[config.mk]
export PLATFORM = sky130hd
export DESIGN_NAME = mem_arbiter
export DESIGN_NICKNAME = d
export VERILOG_FILES = /design/src/rtl/mem_arbiter_pkg.sv /design/src/rtl/mem_arbiter_arb_pick.sv /design/src/rtl/mem_arbiter.sv
export SDC_FILE = /design/constraint.sdc
export NUM_CORES = 1
export LEC_CHECK = 0
export CAP_MARGIN = 20
export CORE_MARGIN = 2
export CORE_UTILIZATION = 38
export DETAILED_ROUTE_END_ITERATION = 8
export HOLD_SLACK_MARGIN = 0.05
export PLACE_DENSITY = 0.81
export SLEW_MARGIN = 0
export SYNTH_ARGS = -nofsm -noshare
export SYNTH_HDL_FRONTEND = slang
export SYNTH_SLANG_ARGS = --single-unit
[constraint.sdc]
create_clock -name clk -period 3.3 [get_ports clk]
set_input_delay 0.99 -clock clk [delete_from_list [all_inputs] [get_ports clk]]
set_output_delay 0.99 -clock clk [all_outputs]
set_load 0.03 [all_outputs]
[src/rtl/mem_arbiter_pkg.sv]
// Shared definitions for the two-port memory arbiter: state encodings, port indices, default widths.
package mem_arbiter_pkg;

  localparam int ARB_AW_DEF = 8;
  localparam int ARB_DW_DEF = 8;

  localparam logic ARB_P0 = 1'b0;
  localparam logic ARB_P1 = 1'b1;

  typedef enum logic {
    ARB_IDLE   = 1'b0,
    ARB_ACCESS = 1'b1
  } arb_state_t;

endpackage

[src/rtl/mem_arbiter_arb_pick.sv]
// Combinational winner select for the memory arbiter.
// MEM_ARB_RR_EN defined: round-robin on contention; undefined: port 0 always wins.
module arb_pick
  import mem_arbiter_pkg::*;
(
  input  logic [1:0] i_req,
  input  logic [1:0] i_mask,
`ifdef MEM_ARB_RR_EN
  input  logic       i_last_gnt,
`endif
  output logic       o_winner,
  output logic       o_any_valid
);

  logic w_win;

  always_comb begin
    w_win = ARB_P0;
`ifdef MEM_ARB_RR_EN
    if (i_req == 2'b11) w_win = ~i_last_gnt;
    else if (i_req[1])  w_win = ARB_P1;
`else
    if (!i_req[0] && i_req[1]) w_win = ARB_P1;
`endif
  end

  // The winner is chosen from the raw requests first; a masked winner yields no grant,
  // which is what lets a continuously requesting port 0 starve port 1 in fixed priority.
  assign o_winner    = w_win;
  assign o_any_valid = i_req[w_win] & ~i_mask[w_win];

endmodule

[src/rtl/mem_arbiter.sv]
// Two-port arbiter sharing one memory between the processor (port 0) and a loader/DMA (port 1).
// Optional round-robin arbitration selected by defining MEM_ARB_RR_EN.
module mem_arbiter
  import mem_arbiter_pkg::*;
#(
  parameter int AW = ARB_AW_DEF,
  parameter int DW = ARB_DW_DEF
)
(
  input  logic          clk,
  input  logic          reset,
  input  logic          req0,
  input  logic          we0,
  input  logic [AW-1:0] addr0,
  input  logic [DW-1:0] wdata0,
  output logic          gnt0,
  output logic          rvalid0,
  input  logic          req1,
  input  logic          we1,
  input  logic [AW-1:0] addr1,
  input  logic [DW-1:0] wdata1,
  output logic          gnt1,
  output logic          rvalid1,
  output logic [DW-1:0] rdata,
  output logic [AW-1:0] mem_addr,
  output logic [DW-1:0] mem_wdata,
  output logic          mem_we,
  input  logic [DW-1:0] mem_rdata,
  output logic          busy
);

  arb_state_t    r_state;
  arb_state_t    w_next_state;
  logic          r_gnt0, r_gnt1;
  logic          r_rvalid0, r_rvalid1;
  logic [DW-1:0] r_rdata;
  logic [AW-1:0] r_mem_addr;
  logic [DW-1:0] r_mem_wdata;
  logic          r_mem_we;
  logic [1:0]    w_req;
  logic          w_winner;
  logic          w_any;
  logic [1:0]    w_gnt_nxt;
  logic          w_ld_we;
  logic [AW-1:0] w_ld_addr;
  logic [DW-1:0] w_ld_wdata;
  logic          w_busy;
`ifdef MEM_ARB_RR_EN
  logic          r_last_gnt;
`endif

  assign w_req = {req1, req0};

  arb_pick u_pick (
    .i_req       (w_req),
    .i_mask      ({r_gnt1, r_gnt0}),
`ifdef MEM_ARB_RR_EN
    .i_last_gnt  (r_last_gnt),
`endif
    .o_winner    (w_winner),
    .o_any_valid (w_any)
  );

  always_ff @(posedge clk) begin
    if (reset) r_state <= ARB_IDLE;
    else       r_state <= w_next_state;
  end

  always_comb begin
    w_next_state = r_state;
    case (r_state)
      ARB_IDLE:   if (w_any) w_next_state = ARB_ACCESS;
      ARB_ACCESS: w_next_state = w_any ? ARB_ACCESS : ARB_IDLE;
    endcase
  end

  always_comb begin
    w_gnt_nxt = 2'b00;
    if (w_any) w_gnt_nxt[w_winner] = 1'b1;
    w_ld_we    = (w_winner == ARB_P1) ? we1    : we0;
    w_ld_addr  = (w_winner == ARB_P1) ? addr1  : addr0;
    w_ld_wdata = (w_winner == ARB_P1) ? wdata1 : wdata0;
    w_busy     = (r_state == ARB_ACCESS);
  end

  always_ff @(posedge clk) begin
    if (reset) begin
      r_gnt0      <= 1'b0;
      r_gnt1      <= 1'b0;
      r_rvalid0   <= 1'b0;
      r_rvalid1   <= 1'b0;
      r_rdata     <= '0;
      r_mem_addr  <= '0;
      r_mem_wdata <= '0;
      r_mem_we    <= 1'b0;
`ifdef MEM_ARB_RR_EN
      r_last_gnt  <= ARB_P1;
`endif
    end else begin
      r_gnt0   <= w_gnt_nxt[0];
      r_gnt1   <= w_gnt_nxt[1];
      r_mem_we <= w_any & w_ld_we;
      if (w_any) begin
        r_mem_addr  <= w_ld_addr;
        r_mem_wdata <= w_ld_wdata;
      end
      // The port granted last cycle just completed its access; only reads report back.
      r_rvalid0 <= r_gnt0 & ~r_mem_we;
      r_rvalid1 <= r_gnt1 & ~r_mem_we;
      if (r_state == ARB_ACCESS) r_rdata <= mem_rdata;
`ifdef MEM_ARB_RR_EN
      if (w_any) r_last_gnt <= w_winner;
`endif
    end
  end

  assign gnt0      = r_gnt0;
  assign gnt1      = r_gnt1;
  assign rvalid0   = r_rvalid0;
  assign rvalid1   = r_rvalid1;
  assign rdata     = r_rdata;
  assign mem_addr  = r_mem_addr;
  assign mem_wdata = r_mem_wdata;
  assign mem_we    = r_mem_we;
  assign busy      = w_busy;

endmodule

# Word-level counts from Yosys, hierarchy flattened

Cells that the tools add are included.

Bitwise operators: 7
Mux-type cells: 11
$lt $le $gt $ge: 2
Reduce and logical (&&, ||, !) cells: 4

Operators with widths:

| operator                                                              | count |
|---|---|
| 8-bit 2-to-1 mux                                                      | 2 |
| 1-bit 2-to-1 mux                                                      | 8 |
| 1-bit AND                                                             | 4 |
| 1-bit NOT                                                             | 3 |
| 1-bit logical AND                                                     | 2 |
| 1-bit by 2-bit < comparator with 1-bit output (second input constant) | 1 |
| 2-bit OR reduction                                                    | 1 |
| 1-bit demux with 1-bit select                                         | 1 |
| 1-bit greater-or-equal comparator (second input constant)             | 1 |
| 1-bit zero test                                                       | 1 |

Input port bits: 46
Register bits: 30

# Depth between registers and ports, before layout

Depth after elaboration: 9
Gate-level depth with buffers: 6
Mapped depth without buffers: 3

# Cells and area by module

From an unflattened synthesis, not the netlist that was laid out.

Cell total of the unflattened synthesis: 116
Area, all modules: 1198.6 um2

Modules (own cells, without submodules):

| module      | seq. area each (um2) | instances | area an instance (um2) | cells an instance |
|---|---|---|---|---|
| mem_arbiter | 600.6                | 1         | 1168.6                 | 112 |
| arb_pick    | 0.0                  | 1         | 30.0                   | 4 |

# Least setup slack after synthesis

Ideal clock, no wire load.

Path type: input -> register
Start point: input port req0
End point: register r_mem_wdata[7] (netlist: mem_wdata[7])
Stages on the path: 6
Required time: 3.208 ns
Slack: 1.306 ns
Path buffers: 3
Library setup time: 0.092 ns
Data arrival time: 1.902 ns
Cell sequence: nor2b_4 > buf_6 > or2_1 > buf_6 > buf_12 > a311oi_4

Longest elaborated chain between the ends: 7

RTL lines:

| element                                             | line                       | text |
|---|---|---|
| from (decl)                                         | mem_arbiter.sv:12          | `input logic req0,` |
| 1-bit zero test                                     | mem_arbiter_arb_pick.sv:23 | `if (!i_req[0] && i_req[1]) w_win = ARB_P1;` |
| 1-bit logical AND                                   | mem_arbiter_arb_pick.sv:23 |  |
| 1-bit 2-to-1 mux                                    | mem_arbiter_arb_pick.sv:23 |  |
| 1-bit 2-to-1 mux (implied by the code) (2 in a row) | mem_arbiter_arb_pick.sv:30 | `assign o_any_valid = i_req[w_win] & ~i_mask[w_win];` |
| 1-bit NOT                                           | mem_arbiter_arb_pick.sv:30 |  |
| 1-bit AND                                           | mem_arbiter_arb_pick.sv:30 |  |
| to (signal assigned)                                | mem_arbiter.sv:105         | `r_mem_wdata <= w_ld_wdata;` |
| to (decl)                                           | mem_arbiter.sv:38          | `logic [DW-1:0] r_mem_wdata;` |

Parallel ways exist; a longest one is shown, timed or not. The select of a mux whose other input is x is not followed.
A chain may end at the register's enable or synchronous reset.

# Worst setup path in the final report

Start point: register r_state (netlist: busy)
End point: output port busy

RTL lines:

| element                | line              | text |
|---|---|---|
| from (decl)            | mem_arbiter.sv:32 | `arb_state_t r_state;` |
| from (signal assigned) | mem_arbiter.sv:66 | `else r_state <= w_next_state;` |
| to (decl)              | mem_arbiter.sv:29 | `output logic busy` |

No word-level cell between the ends.

==> flow_summary.ini <==
[setup_path]
cp.buffers_inverters = 1
startpoint_type = register
worstPathMaxFanout = 9
path_class = reg -> out
cp-end-kind = output pin
cpLargestDelayFamily = buffers and inverters
arrival_ns = 1.71
crit_slowest_cell = clkdlybuf4s50_1
worstPathCellList = clkdlybuf4s50_1
required_ns = 2.31
worst_path_largest_cell_delay_ns = 0.76

[clock_tree]
cts_buffer_depth = 2
path_clk_slew_ns = 0.09
hold_buffers = 0
cts_tree = built
clock_sinks = 30
post-cts-setup-buffers = 0
numCtsBuffers = 5
cts.htree.levels = 2
clk_latency_ns = 0.32
clock-root-buffer = clkbuf_4
cts_resized = 0

[drt]
dr.pass1.iters = 4
drcViolationCount = 0
drt.antenna.violating_nets = 0
via_count = 1269
wire_per_inst_um = 14.1
avgViaCountPerCell = 4.98
drt-initial-drc-count = 41
routed_wirelength_mm = 3.59

[final_layout]
area_growth_syn_to_layout_pct = 60.6
fillers = 301
antenna_cells = 0
post-route-util_pct = 63.2
regArea_sq_um = 601
drive_gt1_share_pct = 10.0
nets = 255
multi_input_area_sq_um = 626

[placed_design]
io_buffers = 75
dpl.hpwl_mm = 2.75
gp_congestion = 0.678

[sta]
fin_setup_tns_ns = 0
worst_pin_slew_ns = 0.547
hold_viol_final = 0
skew_ns = 0.00804
rsz0062_at_grt = no
relSlewSlack_pct = 63.6
final.min_clock_period_ns = 2.70
finalCritPeriodShare_pct = 81.8
final_max_slew_viol_count = 0
fmax_mhz = 370
setup-violations-final = 0

[yosys]
synth_top_area_share_pct = 45.7
synthMuxAreaShare_pct = 6.86
synth-adder-area-share_pct = 0
yosysTopAreaCell = dfxtp_1
ys_top_cells_by_area = dfxtp_1 (46%), a311oi_2 (10%), nand2_1 (9.1%), mux2i_1 (6.9%), nor3_1 (6.9%)
synth-xor-area-share_pct = 0
synth_top_family_by_area = simple AND/OR/NAND/NOR gates
netlist_instances = 136
synth-simple-area-share_pct = 24.5
syn_area_sq_um = 1310
synth_compound_area_share_pct = 16.3
seq_area_frac_synth_pct = 45.7
synth_area_per_cell_sq_um = 9.66
yosysUniqueCellTypes = 20
yosys_warnings = 0
synth.net_count = 182
synth-seq-cells = 30

[global_routing]
grt.overflow.total = 0
grt_pass1_vias = 1314
antenna_found_initial = 0
grt_use_total_pct = 18.8
grt_start_max_net_pins = 31
grt_pass1_wl_mm = 5.75

[floorplan]
core-area_sq_um = 3340
rows = 21
die_y_um = 62.8
start_util_pct = 39.4
dieWidth_um = 62.8
ios = 76
dieArea_sq_um = 3940

[flow_run]
drv_cap = 0

[power_and_ir_drop]
ir_drop_uv = 222
p_per_area_nw_per_um2 = 409
p_leak_nw = 0.778

[min_path]
hold_class = reg -> reg

[outcome]
outcome = finished clean
-- cell type report --
| type | count | area share, % |
|---|---|---|
| clock buffers | 7 | 2.14 |
| repair buffers | 79 | 37.0 |
| well taps | 46 | 2.73 |
| multi-input cells | 93 | 29.7 |
| flip-flops and latches | 30 | 28.5 |
-- registers in the layout (all words and copies together), names as in the netlist --
| name | cells |
|---|---|
| rdata | 8 |
| mem_wdata | 8 |
| rvalid1 | 1 |
| gnt0 | 1 |
| rvalid0 | 1 |
| mem_addr | 8 |
| mem_we | 1 |
| gnt1 | 1 |
| busy | 1 |
-- through the flow --
step                      power (W)  cells  cell area (sq um)  hold WS, ns  setup WS (ns)
after CTS                  0.000870    255               2110        0.481          0.565
after detailed placement   0.000678    248               2060        0.461          0.596
after floorplan            0.000559    136               1310        0.635           1.31
after global placement     0.000670    248               2060        0.442          0.693
final                      0.000862    255               2110        0.474          0.600
after global routing       0.000901    255               2110        0.505          0.522
-- cell usage in the layout, fill, tap and decap left out --
cell type / synthesis / routed
clkbuf_4: 0 / 5
clkdlybuf4s50_1: 0 / 75
a311oi_2: 9 / 9
a311oi_4: 1 / 1
mux2i_1: 9 / 9
nor3b_1: 2 / 2
nand2_1: 32 / 32
nor3_1: 18 / 18
nor3b_4: 1 / 1
nor2_1: 10 / 10
nand2b_1: 1 / 1
and2b_1: 1 / 1
clkbuf_1: 4 / 2
a311oi_1: 6 / 6
dfxtp_1: 30 / 30
or2_1: 1 / 1
nor2b_4: 1 / 1
nor2b_1: 1 / 1
buf_4: 0 / 4
-- final timing paths --
| path | slack (ns) | endpoint | cells after the start | from |
|---|---|---|---|---|
| max | 0.60 | busy | 1 | busy |
| min | 0.47 | rvalid1 | 1 | mem_we |
| max reg2reg | 1.87 | mem_addr[0] | 4 | gnt0 |
| min reg2reg | 0.47 | rvalid1 | 1 | mem_we |
-- metal layers --
| metal | wire length [um] | vias to the layer above | share of wire [%] | GRT usage [%] |
|---|---|---|---|---|
| li1 | - | 621 | - | - |
| met1 | 1390 | 577 | 39 | 19.7 |
| met2 | 1870 | 59 | 52 | 32.9 |
| met3 | 224 | 12 | 6.2 | 6.85 |
| met4 | 114 | 0 | 3.2 | 9.72 |
| met5 | 0 | - | 0 | 0 |
-- cells in the mapped netlist --
master / count
nor2b_4: 1
nor3b_4: 1
nor3b_1: 2
clkbuf_2: 1
a311oi_1: 6
clkbuf_1: 4
a311oi_2: 9
and2b_1: 1
buf_2: 5
buf_12: 1
or2_1: 1
nand2_1: 32
nand2b_1: 1
dfxtp_1: 30
mux2i_1: 9
nor3_1: 18
nor2_1: 10
nor2b_1: 1
a311oi_4: 1
buf_6: 2
-- logic make-up after synthesis --
kind of cell	Yosys count
buffers and inverters	13
DFF	30
and+or+nand+nor	68
muxes	9
AOI/OAI and AO/OA	16
-- power by group --
part / leakage, nW / total [W] / internal, W / switching, W
Combinational: 0.505 / 0.000259 / 0.000131 / 0.000128
Sequential: 0.248 / 0.000409 / 0.000390 / 0.0000197
Clock: 0.0254 / 0.000195 / 0.0000802 / 0.000115
Power figures use the tool's default switching activity.
